File: config.mk
export PLATFORM = sky130hd
export DESIGN_NAME = predictor_branch_table
export DESIGN_NICKNAME = d
export VERILOG_FILES = /design/src/rtl/predictor_branch_table.sv
export SDC_FILE = /design/constraint.sdc
export NUM_CORES = 1
export LEC_CHECK = 0
export BUFFER_PORTS_ARGS = -buffer_cell sky130_fd_sc_hd__buf_2
export CAP_MARGIN = 0
export CORE_ASPECT_RATIO = 1.4
export CORE_MARGIN = 5
export CORE_UTILIZATION = 40
export CTS_BUF_LIST = sky130_fd_sc_hd__clkbuf_2
export CTS_CLUSTER_DIAMETER = 80
export DETAILED_ROUTE_END_ITERATION = 16
export GPL_ROUTABILITY_DRIVEN = 0
export PLACE_DENSITY_LB_ADDON = 0.05
export SLEW_MARGIN = 20
export SYNTH_ARGS = -nofsm -noshare
export SYNTH_HDL_FRONTEND = slang
export SYNTH_SLANG_ARGS = --single-unit
File: constraint.sdc
create_clock -name clk -period 3.6 [get_ports clk]
set_input_delay 0.54 -clock clk [delete_from_list [all_inputs] [get_ports clk]]
set_output_delay 0.54 -clock clk [all_outputs]
set_load 0.01 [all_outputs]
File: src/rtl/predictor_branch_table.sv
// 2-bit saturating-counter branch table with an in-order in-flight FIFO.
// The FIFO head feeds the check stage; mispredicts clear it and emit a flush.
module predictor_branch_table #(
  parameter int ADDR_W  = 11,
  parameter int INDEX_W = 4,
  parameter int DEPTH   = 4
) (
  input  logic              clk,
  input  logic              reset,
  input  logic              fetch_valid,
  input  logic [ADDR_W-1:0] fetch_pc,
  input  logic [1:0]        fetch_branch_type,
  input  logic [ADDR_W-1:0] fetch_target,
  output logic              pred_taken,
  output logic              fifo_full,
  output logic              chk_valid,
  output logic [ADDR_W-1:0] chk_branch_addr,
  output logic [ADDR_W-1:0] chk_jump_addr,
  output logic [1:0]        chk_branch_type,
  output logic              chk_branch_taken,
  input  logic              resolve_valid,
  input  logic              prediction_success,
  input  logic              branch_result,
  input  logic [ADDR_W-1:0] failback_addr,
  output logic              flush,
  output logic [ADDR_W-1:0] redirect_addr
);

  localparam int PW   = $clog2(DEPTH);
  localparam int CW   = PW + 1;
  localparam int NCTR = 1 << INDEX_W;

  typedef struct packed {
    logic [ADDR_W-1:0]  target;
    logic [ADDR_W-1:0]  jump;
    logic [1:0]         btype;
    logic               pred;
    logic [INDEX_W-1:0] idx;
  } entry_t;

  logic [1:0]        cnt_q [NCTR];
  logic [1:0]        cnt_d [NCTR];
  entry_t            mem_q [DEPTH];
  entry_t            mem_d [DEPTH];
  logic [PW-1:0]     wptr_q, wptr_d;
  logic [PW-1:0]     rptr_q, rptr_d;
  logic [CW-1:0]     count_q, count_d;
  logic              flush_q, flush_d;
  logic [ADDR_W-1:0] redirect_q, redirect_d;

  logic [INDEX_W-1:0] fetch_idx;
  logic               is_branch;
  logic               push;
  logic               pop;
  logic               mispredict;
  entry_t             head;
  entry_t             new_entry;

  assign fetch_idx  = fetch_pc[INDEX_W-1:0];
  assign is_branch  = fetch_branch_type != 2'b00;
  assign pred_taken = is_branch & cnt_q[fetch_idx][1];
  assign fifo_full  = count_q == CW'(DEPTH);
  assign chk_valid  = count_q != '0;
  assign head       = mem_q[rptr_q];

  assign pop        = resolve_valid & chk_valid;
  assign mispredict = pop & ~prediction_success;
  assign push       = fetch_valid & is_branch & ~fifo_full & ~mispredict;

  // Head fields are forced to zero when empty so reset clears them at once.
  assign chk_branch_addr  = chk_valid ? head.target : '0;
  assign chk_jump_addr    = chk_valid ? head.jump : '0;
  assign chk_branch_type  = chk_valid ? head.btype : '0;
  assign chk_branch_taken = chk_valid & head.pred;

  assign flush         = flush_q;
  assign redirect_addr = redirect_q;

  always_comb begin
    new_entry.target = fetch_target;
    new_entry.jump   = fetch_pc + ADDR_W'(1);
    new_entry.btype  = fetch_branch_type;
    new_entry.pred   = pred_taken;
    new_entry.idx    = fetch_idx;
  end

  always_comb begin
    cnt_d      = cnt_q;
    mem_d      = mem_q;
    wptr_d     = wptr_q;
    rptr_d     = rptr_q;
    count_d    = count_q;
    flush_d    = 1'b0;
    redirect_d = redirect_q;
    if (pop) begin
      if (branch_result && cnt_q[head.idx] != 2'b11)
        cnt_d[head.idx] = cnt_q[head.idx] + 2'd1;
      else if (!branch_result && cnt_q[head.idx] != 2'b00)
        cnt_d[head.idx] = cnt_q[head.idx] - 2'd1;
    end
    if (mispredict) begin
      flush_d    = 1'b1;
      redirect_d = failback_addr;
      wptr_d     = '0;
      rptr_d     = '0;
      count_d    = '0;
    end else begin
      if (push) begin
        mem_d[wptr_q] = new_entry;
        wptr_d        = wptr_q + PW'(1);
      end
      if (pop)
        rptr_d = rptr_q + PW'(1);
      unique case ({push, pop})
        2'b10:   count_d = count_q + CW'(1);
        2'b01:   count_d = count_q - CW'(1);
        default: count_d = count_q;
      endcase
    end
  end

  always_ff @(posedge clk or posedge reset) begin
    if (reset) begin
      for (int i = 0; i < NCTR; i++)
        cnt_q[i] <= 2'b01;
      wptr_q     <= '0;
      rptr_q     <= '0;
      count_q    <= '0;
      flush_q    <= 1'b0;
      redirect_q <= '0;
    end else begin
      cnt_q      <= cnt_d;
      wptr_q     <= wptr_d;
      rptr_q     <= rptr_d;
      count_q    <= count_d;
      flush_q    <= flush_d;
      redirect_q <= redirect_d;
    end
  end

  // Entry storage needs no reset: nothing reads it while count is zero.
  always_ff @(posedge clk) begin
    mem_q <= mem_d;
  end

endmodule
; ---- Yosys cells after proc, flatten, opt, wreduce, memory -nomap -nowiden
; Cells that the tools add are included.
[word_totals]
out_inout_bits = 40
regBits = 167
word_cells = 114
[op_classes]
n_addsub = 7
eq_ne = 4
bitwise_logic = 14
order_cmp = 6
mux = 28
reduce_logical = 14
[ops]
columns = cell, count
row1 = 116-bit bitwise mux, 1
row2 = 29-bit two-way mux, 3
row3 = 32-bit bitwise mux, 2
row4 = 32-bit two-way mux, 2
row5 = 29-bit binary-select mux with 2-bit select, 1
row6 = 29-bit demux with 2-bit select, 1
row7 = 11-bit two-way mux, 2
row8 = 2-bit two-way mux, 10
row9 = 2-bit binary-select mux with 4-bit select, 2
row10 = 11-bit by 1-bit adder with 11-bit output (second input constant), 1
row11 = 5-bit greater-or-equal comparator (second input constant), 2
row12 = 4-bit NOT with 5-bit output, 2
row13 = 2-bit nonzero test, 5
row14 = 2-bit demux with 4-bit select, 1
row15 = 1-bit AND, 7
row16 = 2-bit by 1-bit adder with 2-bit output (second input constant), 3
row17 = 3-bit greater-or-equal comparator (second input constant), 2
row18 = 2-bit NOT with 3-bit output, 2
row19 = 3-bit case mux with 2 select lines, 1
row20 = 3-bit nonzero test, 2
row21 = 5-bit by 1-bit less-than comparator with 1-bit output (second input constant), 1
row22 = 1-bit logical AND, 4
row23 = 2-bit AND reduction, 2
row24 = 3-bit by 1-bit adder with 3-bit output (second input constant), 1
row25 = other kinds (11), 13

; ---- Depth between registers and ports, before layout
; Gate-level depths: netlist of run 1.
[depth]
word_depth = 12
ltp_mapped = 14

; ---- Least setup slack after synthesis of run 1
; Ideal clock, no wire load.
[synth_timing]
path_type = reg-to-reg
startpoint = register rptr_q[0]
endpoint = register cnt_q[29] in the netlist's numbering
slack_ns = 0.127
setup_time_ns = 0.125
stages_incl_launch_ff = 14
arrival_time_ns = 3.348
n_path_buf = 2
path_cell_list = dfrtp_1 > buf_6 > mux4_2 > buf_6 > mux2i_1 > mux2_4 > nor2_1 > or4_1 > ha_1 > mux2_2 > nor3b_1 > nand2b_1 > or2_1 > mux2_2
[synth_between]
elab_chain_cells = 12
elab_cells_between_ends = 25
cone_classes = add/sub (2) / order compare (2) / eq/ne (1) / mux (12) / bitwise (2) / reduce/logical (6)
[synth_lines]
columns = element, line_no
row1 = from (decl), 46  ; logic [PW-1:0] rptr_q, rptr_d;
row2 = from (signal assigned), 134  ; rptr_q <= rptr_d;
row3 = 2-bit NOT with 3-bit output (implied by the code) (*), 64  ; assign head = mem_q[rptr_q];
row4 = 29-bit binary-select mux with 2-bit select (*), 64
row5 = 29-bit two-way mux (implied by the code) (*) (2 in series), 64
row6 = 4-bit NOT with 5-bit output (implied by the code) (*), n/a
row7 = "2-bit binary-select mux with 4-bit select, or another cell as far along", n/a
row8 = 2-bit two-way mux (implied by the code) or 1-bit logical AND (tied branches), n/a
row9 = 2-bit two-way mux (on tied branches), n/a
row10 = "2-bit by 1-bit subtractor with 2-bit output, or another cell as far along", 99  ; cnt_d[head.idx] = cnt_q[head.idx] - 2'd1;
row11 = "32-bit bitwise mux, or another cell as far along", 99
row12 = 32-bit two-way mux or 2-bit nonzero test (tied branches), n/a
row13 = 32-bit two-way mux or 2-bit AND reduction (tied branches), n/a
row14 = to (signal assigned), 132  ; cnt_q <= cnt_d;
row15 = to (decl), 41  ; logic [1:0] cnt_q [NCTR];
; Every way passes the cells marked *; elsewhere a longest branch is shown, timed or not. The select of a mux whose other input is x is not followed.
; A chain may end at the register's enable or synchronous reset.

; ---- Final worst setup path of run 1
; Ends and elaborated chain as after synthesis.

==> metrics.txt, run 1 <==
ys async rst share=between 30% and 40%; Worst setup EP type=flop; Yosys reg bits=about 170; die width=roughly 120 µm; Cell Area, Synth=~7300 µm²; # DRC=0; post-synthesis sequential area ratio=65.4%; CP Class=flop to flop; ys flop type=edfxtp_1; core footprint=between 15000 and 20000 µm²; Vias/cell=roughly 5; Slew Limit Fails=0; I/O pins=81; wire per inst=18.4 µm; CTS H-tree lvls=4; antenna violations before repair=1; Synth Warn #=0; Mapped Cells=447; Compound-Gate Fraction of Synth Area=approximately 1.1%; Synth area leaders=edfxtp_1 48%, dfrtp_1 12%, mux4_2 10%, dfstp_2 5.8%, mux2_2 5.4%; Adder-Cell Fraction of Synth Area=between 1 and 1.5%; CP startpoint kind=flop; clock root buffer=clkbuf_2; MaxCap Viol Count=0; mux share of post-synthesis cell area=approximately a fifth; Final #Nets=roughly 630; CTS tree=yes; WP data required=about 4.2 ns; hold crit path type=input port to flop; count of cell types in the netlist=between 40 and 50; PD cells=about 820 nW/µm²; Filler cells=around 1600; CTS Sinks=167; pin count of the biggest net entering global routing=42; final global-route overflow total=0; Slew headroom=between 40 and 50%; Tcrit/Tclk final=between 90 and 100%; Routed Antenna Nets=0; Max Fclk=between 200 and 300 MHz; Period minus WS final=between 3 and 4 ns; XOR/XNOR share of the synthesized area=approximately 1.4%; hpwl dp=between 9000 and 10000 µm; all-layer global routing usage=roughly 15%; simple-gate share of the synthesized area=a little under a tenth; share of layout cells above drive strength 1=a little over two fifths; Syn Area/Cell=about 16 µm²; vias in the first global route=between 4000 and 5000; Synth top area share=a little under half; total power=approximately 7 mW; Finish-stage setup viols=0; worst-case clock buffer depth=2; RSZ-0062 raised after global routing=yes; combinational family with the most area after synthesis=multiplexers; syn_nets=~500; Worst IR Drop VDD=approximately 0.35 mV; TritonCTS Buffers=17; fin util=slightly below 50%; first-pass GRT wire length=24500 µm; Clk Latency, worst-skew pair=roughly 0.69 ns; First DRT Iteration DRCs=166; row count=58; Leakage Power=3.41 nW; PortBufs=80; Worst-path clk slew=roughly 0.19 ns; CP arrival=4.18 ns; Die Ht=about 170 µm; worst slew pin tran=between 0.8 and 0.9 ns; starting density of the core=40.6%; crit path max fanout=7; Final Hold Fails=0; Post-synth EDFFs=roughly 120; drt first pass iters=4; Layout area overhead=19.4%; Yosys top cell by area=edfxtp_1; Vias=roughly 4200; clock skew=between 0.03 and 0.04 ns; Post-Route WL=between 15000 and 20000 µm; Die ar.=between 20000 and 25000 µm²; status=finished, final reports clean
flip-flops by register name (all words and copies together), names as in the netlist, named ones only:
name / count
redirect_addr: 11
mem_q: 116
wptr_q: 2
cnt_q: 16
rptr_q: 2
flush: 1
count_q: 3
cells by family (layout without fill, tap and decap cells):
logic type      after synthesis  in the layout
flops                       167            167
xor+xnor                     12             12
buf+inv                      27            175
fa+ha+maj                     8              8
compound gates               14             14
simple gates                125            125
mux                          94             94
other cells                   0              1
worst max-delay path, cell delays in order, from the launching register on:
cell      delay [ns]
dfrtp_2         0.42
mux4_2          0.58
buf_12          0.18
mux2i_1         0.16
mux2_4          0.18
nor2_2          0.05
or4_4           0.55
ha_4            0.18
mux2_4          0.27
nor3b_2         0.19
nand2b_1        0.18
or2_1           0.30
mux2_2          0.28
cells in the mapped netlist, types with 2 or more instances:
cell type / instances
mux2i_1: 22
buf_6: 3
xor2_1: 3
clkbuf_1: 10
mux2_2: 35
nand2_1: 41
nor2_1: 18
nand2b_1: 6
nor3b_1: 2
buf_2: 4
nor2b_1: 28
mux2_4: 3
or3_1: 2
and3_1: 7
o21ai_0: 6
dfrtp_1: 35
mux4_2: 34
buf_1: 2
or2_1: 2
a21oi_1: 2
dfstp_2: 16
inv_1: 7
nand3_1: 8
ha_1: 7
edfxtp_1: 116
a31oi_1: 2
xnor2_1: 9
path summary, 6_finish.rpt:
kind                       cells past startpoint                           end  slack (ns)                          from
max                                           12         cnt_q[29]$_DFFE_PP0P_       0.005         rptr_q[0]$_DFFE_PP0P_
min                                            3         rptr_q[1]$_DFFE_PP0P_        0.18            prediction_success
max reg2reg                                   12         cnt_q[29]$_DFFE_PP0P_       0.005         rptr_q[0]$_DFFE_PP0P_
min reg2reg                                    2  redirect_addr[4]$_DFFE_PP0P_        0.51  redirect_addr[4]$_DFFE_PP0P_
max in group asynchronous                      4  redirect_addr[8]$_DFFE_PP0P_        2.35                         reset
min in group asynchronous                      3  redirect_addr[2]$_DFFE_PP0P_        0.54                         reset
report_power, final:
group          total (mW)  internal (mW)  switching, mW
Clock               0.921          0.319          0.602
Combinational        3.43           1.72           1.71
Sequential           2.79           2.58          0.214
Total                7.14           4.62           2.53
per-stage QoR:
step	instance area, µm²	hold WS, ns	instances	worst slack, ns	setup TNS (ns)
floorplan	7310	0.497	447	0.127	0
finish	8720	0.177	836	0.00470	0
global route	8720	0.0819	836	-0.0880	-1.19
CTS	8610	0.00252	832	0.00966	0
detailed placement	8140	0.464	778	-0.0501	-0.142
global placement	8140	0.454	778	-0.00743	-0.00743
cell usage in the layout (no fill, tap or decap), types with 4 or more instances in the layout:
cell type      Yosys  routed
nand2_1           41      41
dfrtp_1           35      34
buf_4              0      30
mux2_4             3       8
mux2_2            35      30
dfstp_2           16      16
xnor2_1            9       9
o21ai_0            6       6
nor2b_1           28      28
clkbuf_2           0      21
nand3_1            8       8
buf_2              4      80
nor2_2             0       4
mux4_2            34      34
edfxtp_1         116     116
nor2_1            18      14
mux2i_1           22      22
ha_1               7       6
inv_1              7       6
dlygate4sd3_1      0      25
and3_1             7       4
final cells by class:
class / count / area (µm²) / area share [%]
multi-input combinational: 253 / 2460 / 28.2
antenna: 1 / 2.50 / 0.0287
clock buffer: 21 / 105 / 1.20
sequential: 167 / 4780 / 54.8
clock inverter: 8 / 103 / 1.18
inverter: 7 / 26.3 / 0.301
timing repair buffer: 139 / 943 / 10.8
tap: 240 / 300 / 3.44
metal layers:
metal | share of wire [%] | GRT usage (%) | up-vias | wire length, µm
li1 | - | - | 1944 | -
met1 | 40 | 17.7 | 2148 | 6230
met2 | 55 | 27.1 | 73 | 8510
met3 | 3.3 | 3.89 | 10 | 516
met4 | 0.95 | 4.01 | 0 | 147
met5 | 0 | 0 | - | 0
repair_timing:
| item | in CTS | in global routing |
|---|---|---|
| gates resized for setup | 2 | 17 |
| setup buffers | 1 | 1 |
| pin swaps | 0 | 1 |
| cloned | 0 | 1 |
| hold buffers | 24 | 1 |
| setup endpoints to repair | 6 | 30 |
| hold endpoints to repair | 80 | 3 |
Note: power is estimated with default switching activity, not from simulation.
==> run 2: changes to the inputs <==
CORE_UTILIZATION = 30   (was 40)
PLACE_DENSITY = 0.52   (was default)
PLACE_DENSITY_LB_ADDON = default   (was 0.05)
==> run 2 against run 1 <==
  * Critical path depth is 2 higher
  * Final cell count is 8.4% higher
  * Worst hold slack worse by 0.034 ns
  * Critical path type unchanged
  * Critical endpoint is now cnt_q[27]$_DFFE_PP0P_
  * Largest cell class unchanged
==> metrics.txt, run 2 (synthesized netlist as in run 1, its figures left out) <==
status=finished, final reports clean; Slew headroom=between 40% and 50%; Worst IR Drop VDD=about 0.37 mV; delay-heaviest family, CP=multiplexers; Vias/cell=~4.6; commonest cells after routing, fill and taps aside=116 x edfxtp_1, 80 x buf_2, 40 x nand2_1, 34 x mux4_2, 34 x dfrtp_1; crit path max fanout=6; Routed Antenna Nets=0; Period minus WS final=~3.6 ns; first-pass GRT wire length=~25000 µm; worst-case clock buffer depth=2; Crit-path slowest cell=mux4_2; row count=67; drt first pass iters=5; Routed met3 length=~630 µm; share of layout cells above drive strength 1=42.4%; Worst setup EP type=flop; Worst-path clk slew=around 0.25 ns; Finish-stage setup viols=0; worst setup margin=~0.018 ns; hold crit path type=input port to flop; TritonCTS Buffers=17; antenna cell count=0; starting density of the core=between 30% and 40%; I/O pins=slightly above 80; Max Fclk=279 MHz; Die ar.=between 20000 and 30000 µm²; First DRT Iteration DRCs=between 100 and 150; Tcrit/Tclk final=between 90% and 100%; Max Used Layer=met5; Final #Nets=between 600 and 700; Final Hold Fails=0; CP startpoint kind=flop; WP data required=4.24 ns; CTS tree=yes; Layout area overhead=21.5%; RSZ-0062 raised after global routing=yes; CTS H-tree lvls=4; Post-Route WL=approximately 16000 µm; wire per inst=about 18 µm; clock network fraction of total power=14.7%; clock root buffer=clkbuf_2; CTS Sinks=between 150 and 200; wl on met1=roughly 6400 µm; CP arrival=approximately 4.2 ns; Largest register FFs=116; commonest non-fill, non-tap cell in the layout=edfxtp_1; PD cells=819 nW/µm²; WHS=approximately 0.14 ns; Place WS=-0.102 ns; core footprint=24000 µm²; Clk Latency, worst-skew pair=0.72 ns; CP peak stage delay=around 0.58 ns; CP Class=flop to flop; vias in the first global route=approximately 4700; CP cell instances=mux4_2 -> buf_12 -> buf_4 -> mux2i_1 -> mux2i_1 -> o211ai_1 -> mux2i_1 -> ha_2 -> mux2_4 -> buf_6 -> nor3_4 -> nand2_4 -> or2_4 -> mux2_4; Slew Limit Fails=0; antenna violations before repair=2; pin count of the biggest net entering global routing=36; clock skew=approximately 0.038 ns; Sw Pwr=between 2 and 3 mW; all-layer global routing usage=about an eighth; share of power burned in registers=38.8%; internal power=4.57 mW; hpwl dp=between 10000 and 15000 µm; Vias=4204; total power=just over 7 mW; # DRC=0; combinational power share=about 47%; worst slew pin tran=0.755 ns; Reg with most FFs=mem_q; Die Ht=195 µm; switching part of the total=a little under two fifths; MaxCap Viol Count=0; final global-route overflow total=0; DR WL met2=8760 µm; Most common cell on crit path=mux2i_1; die width=142 µm; PortBufs=80; WP buf/inv=3; Leakage Power=between 3 and 4 nW
-- run 2: timing repair --
item / CTS / global route
gates resized for setup: 1 / 27
buffers inserted: 2 / 1
pin swaps: 0 / 2
endpoints found under the hold margin: 89 / 0
endpoints found under the setup margin: 19 / 26
gates cloned: 0 / 1
hold buffers: 25 / 0
-- run 2: per-stage QoR --
step	std cells	TNS (ns)	utilization, %	cell area (µm²)
floorplan	447	0	-	7310
global placement	845	-0.0882	34.2	8190
detailed placement	845	-1.01	34.2	8190
CTS	904	0	36.5	8740
global route	906	-1.15	37.0	8880
finish	906	0	37.0	8880
-- run 2: power by group through the flow --
stage          clock, mW  combinational (mW)  sequential (mW)
2_1_floorplan          0                2.06             2.81
3_3_place_gp           0                3.13             2.85
3_5_place_dp           0                3.16             2.87
4_1_cts             1.12                3.25             2.82
5_1_grt             1.20                3.68             2.87
6_report            1.07                3.38             2.82
-- run 2: metal layers --
layer | global-route usage [%] | vias up
li1 | - | 1948
met3 | 3.02 | 25
met5 | 0 | -
met2 | 21.2 | 77
met4 | 3.88 | 4
met1 | 13.7 | 2150
-- run 2: worst paths after layout --
| kind | endpoint | depth (start not counted) | start | slack, ns |
|---|---|---|---|---|
| setup reg to reg | cnt_q[27]$_DFFE_PP0P_ | 14 | rptr_q[0]$_DFFE_PP0P_ | 0.02 |
| hold / removal | mem_q[60]$_DFFE_PP_ | 1 | fetch_pc[2] | 0.14 |
| min in group asynchronous | redirect_addr[5]$_DFFE_PP0P_ | 3 | reset | 0.45 |
| hold reg to reg | redirect_addr[4]$_DFFE_PP0P_ | 2 | redirect_addr[4]$_DFFE_PP0P_ | 0.51 |
| setup / recovery | cnt_q[27]$_DFFE_PP0P_ | 14 | rptr_q[0]$_DFFE_PP0P_ | 0.02 |
| max in group asynchronous | async pin | 4 | reset | 2.36 |
-- run 2: area by class of cell --
cell class / count / area (µm²)
repair buffers: 137 / 925
multi-input cells: 253 / 2490
flip-flops and latches: 167 / 4780
clock buffers: 17 / 85.1
clock inverters: 15 / 180
fillers: 2332 / 15100
well taps: 310 / 388
inverters: 7 / 26.3
-- run 2: worst register-to-register path: cells and delay by family (launching register included) --
family	cells	cell delay (ns)
buf+inv	3	0.48
fa+ha+maj	1	0.19
flops	1	0.44
simple gates	3	0.52
compound gates	1	0.22
mux	6	1.67
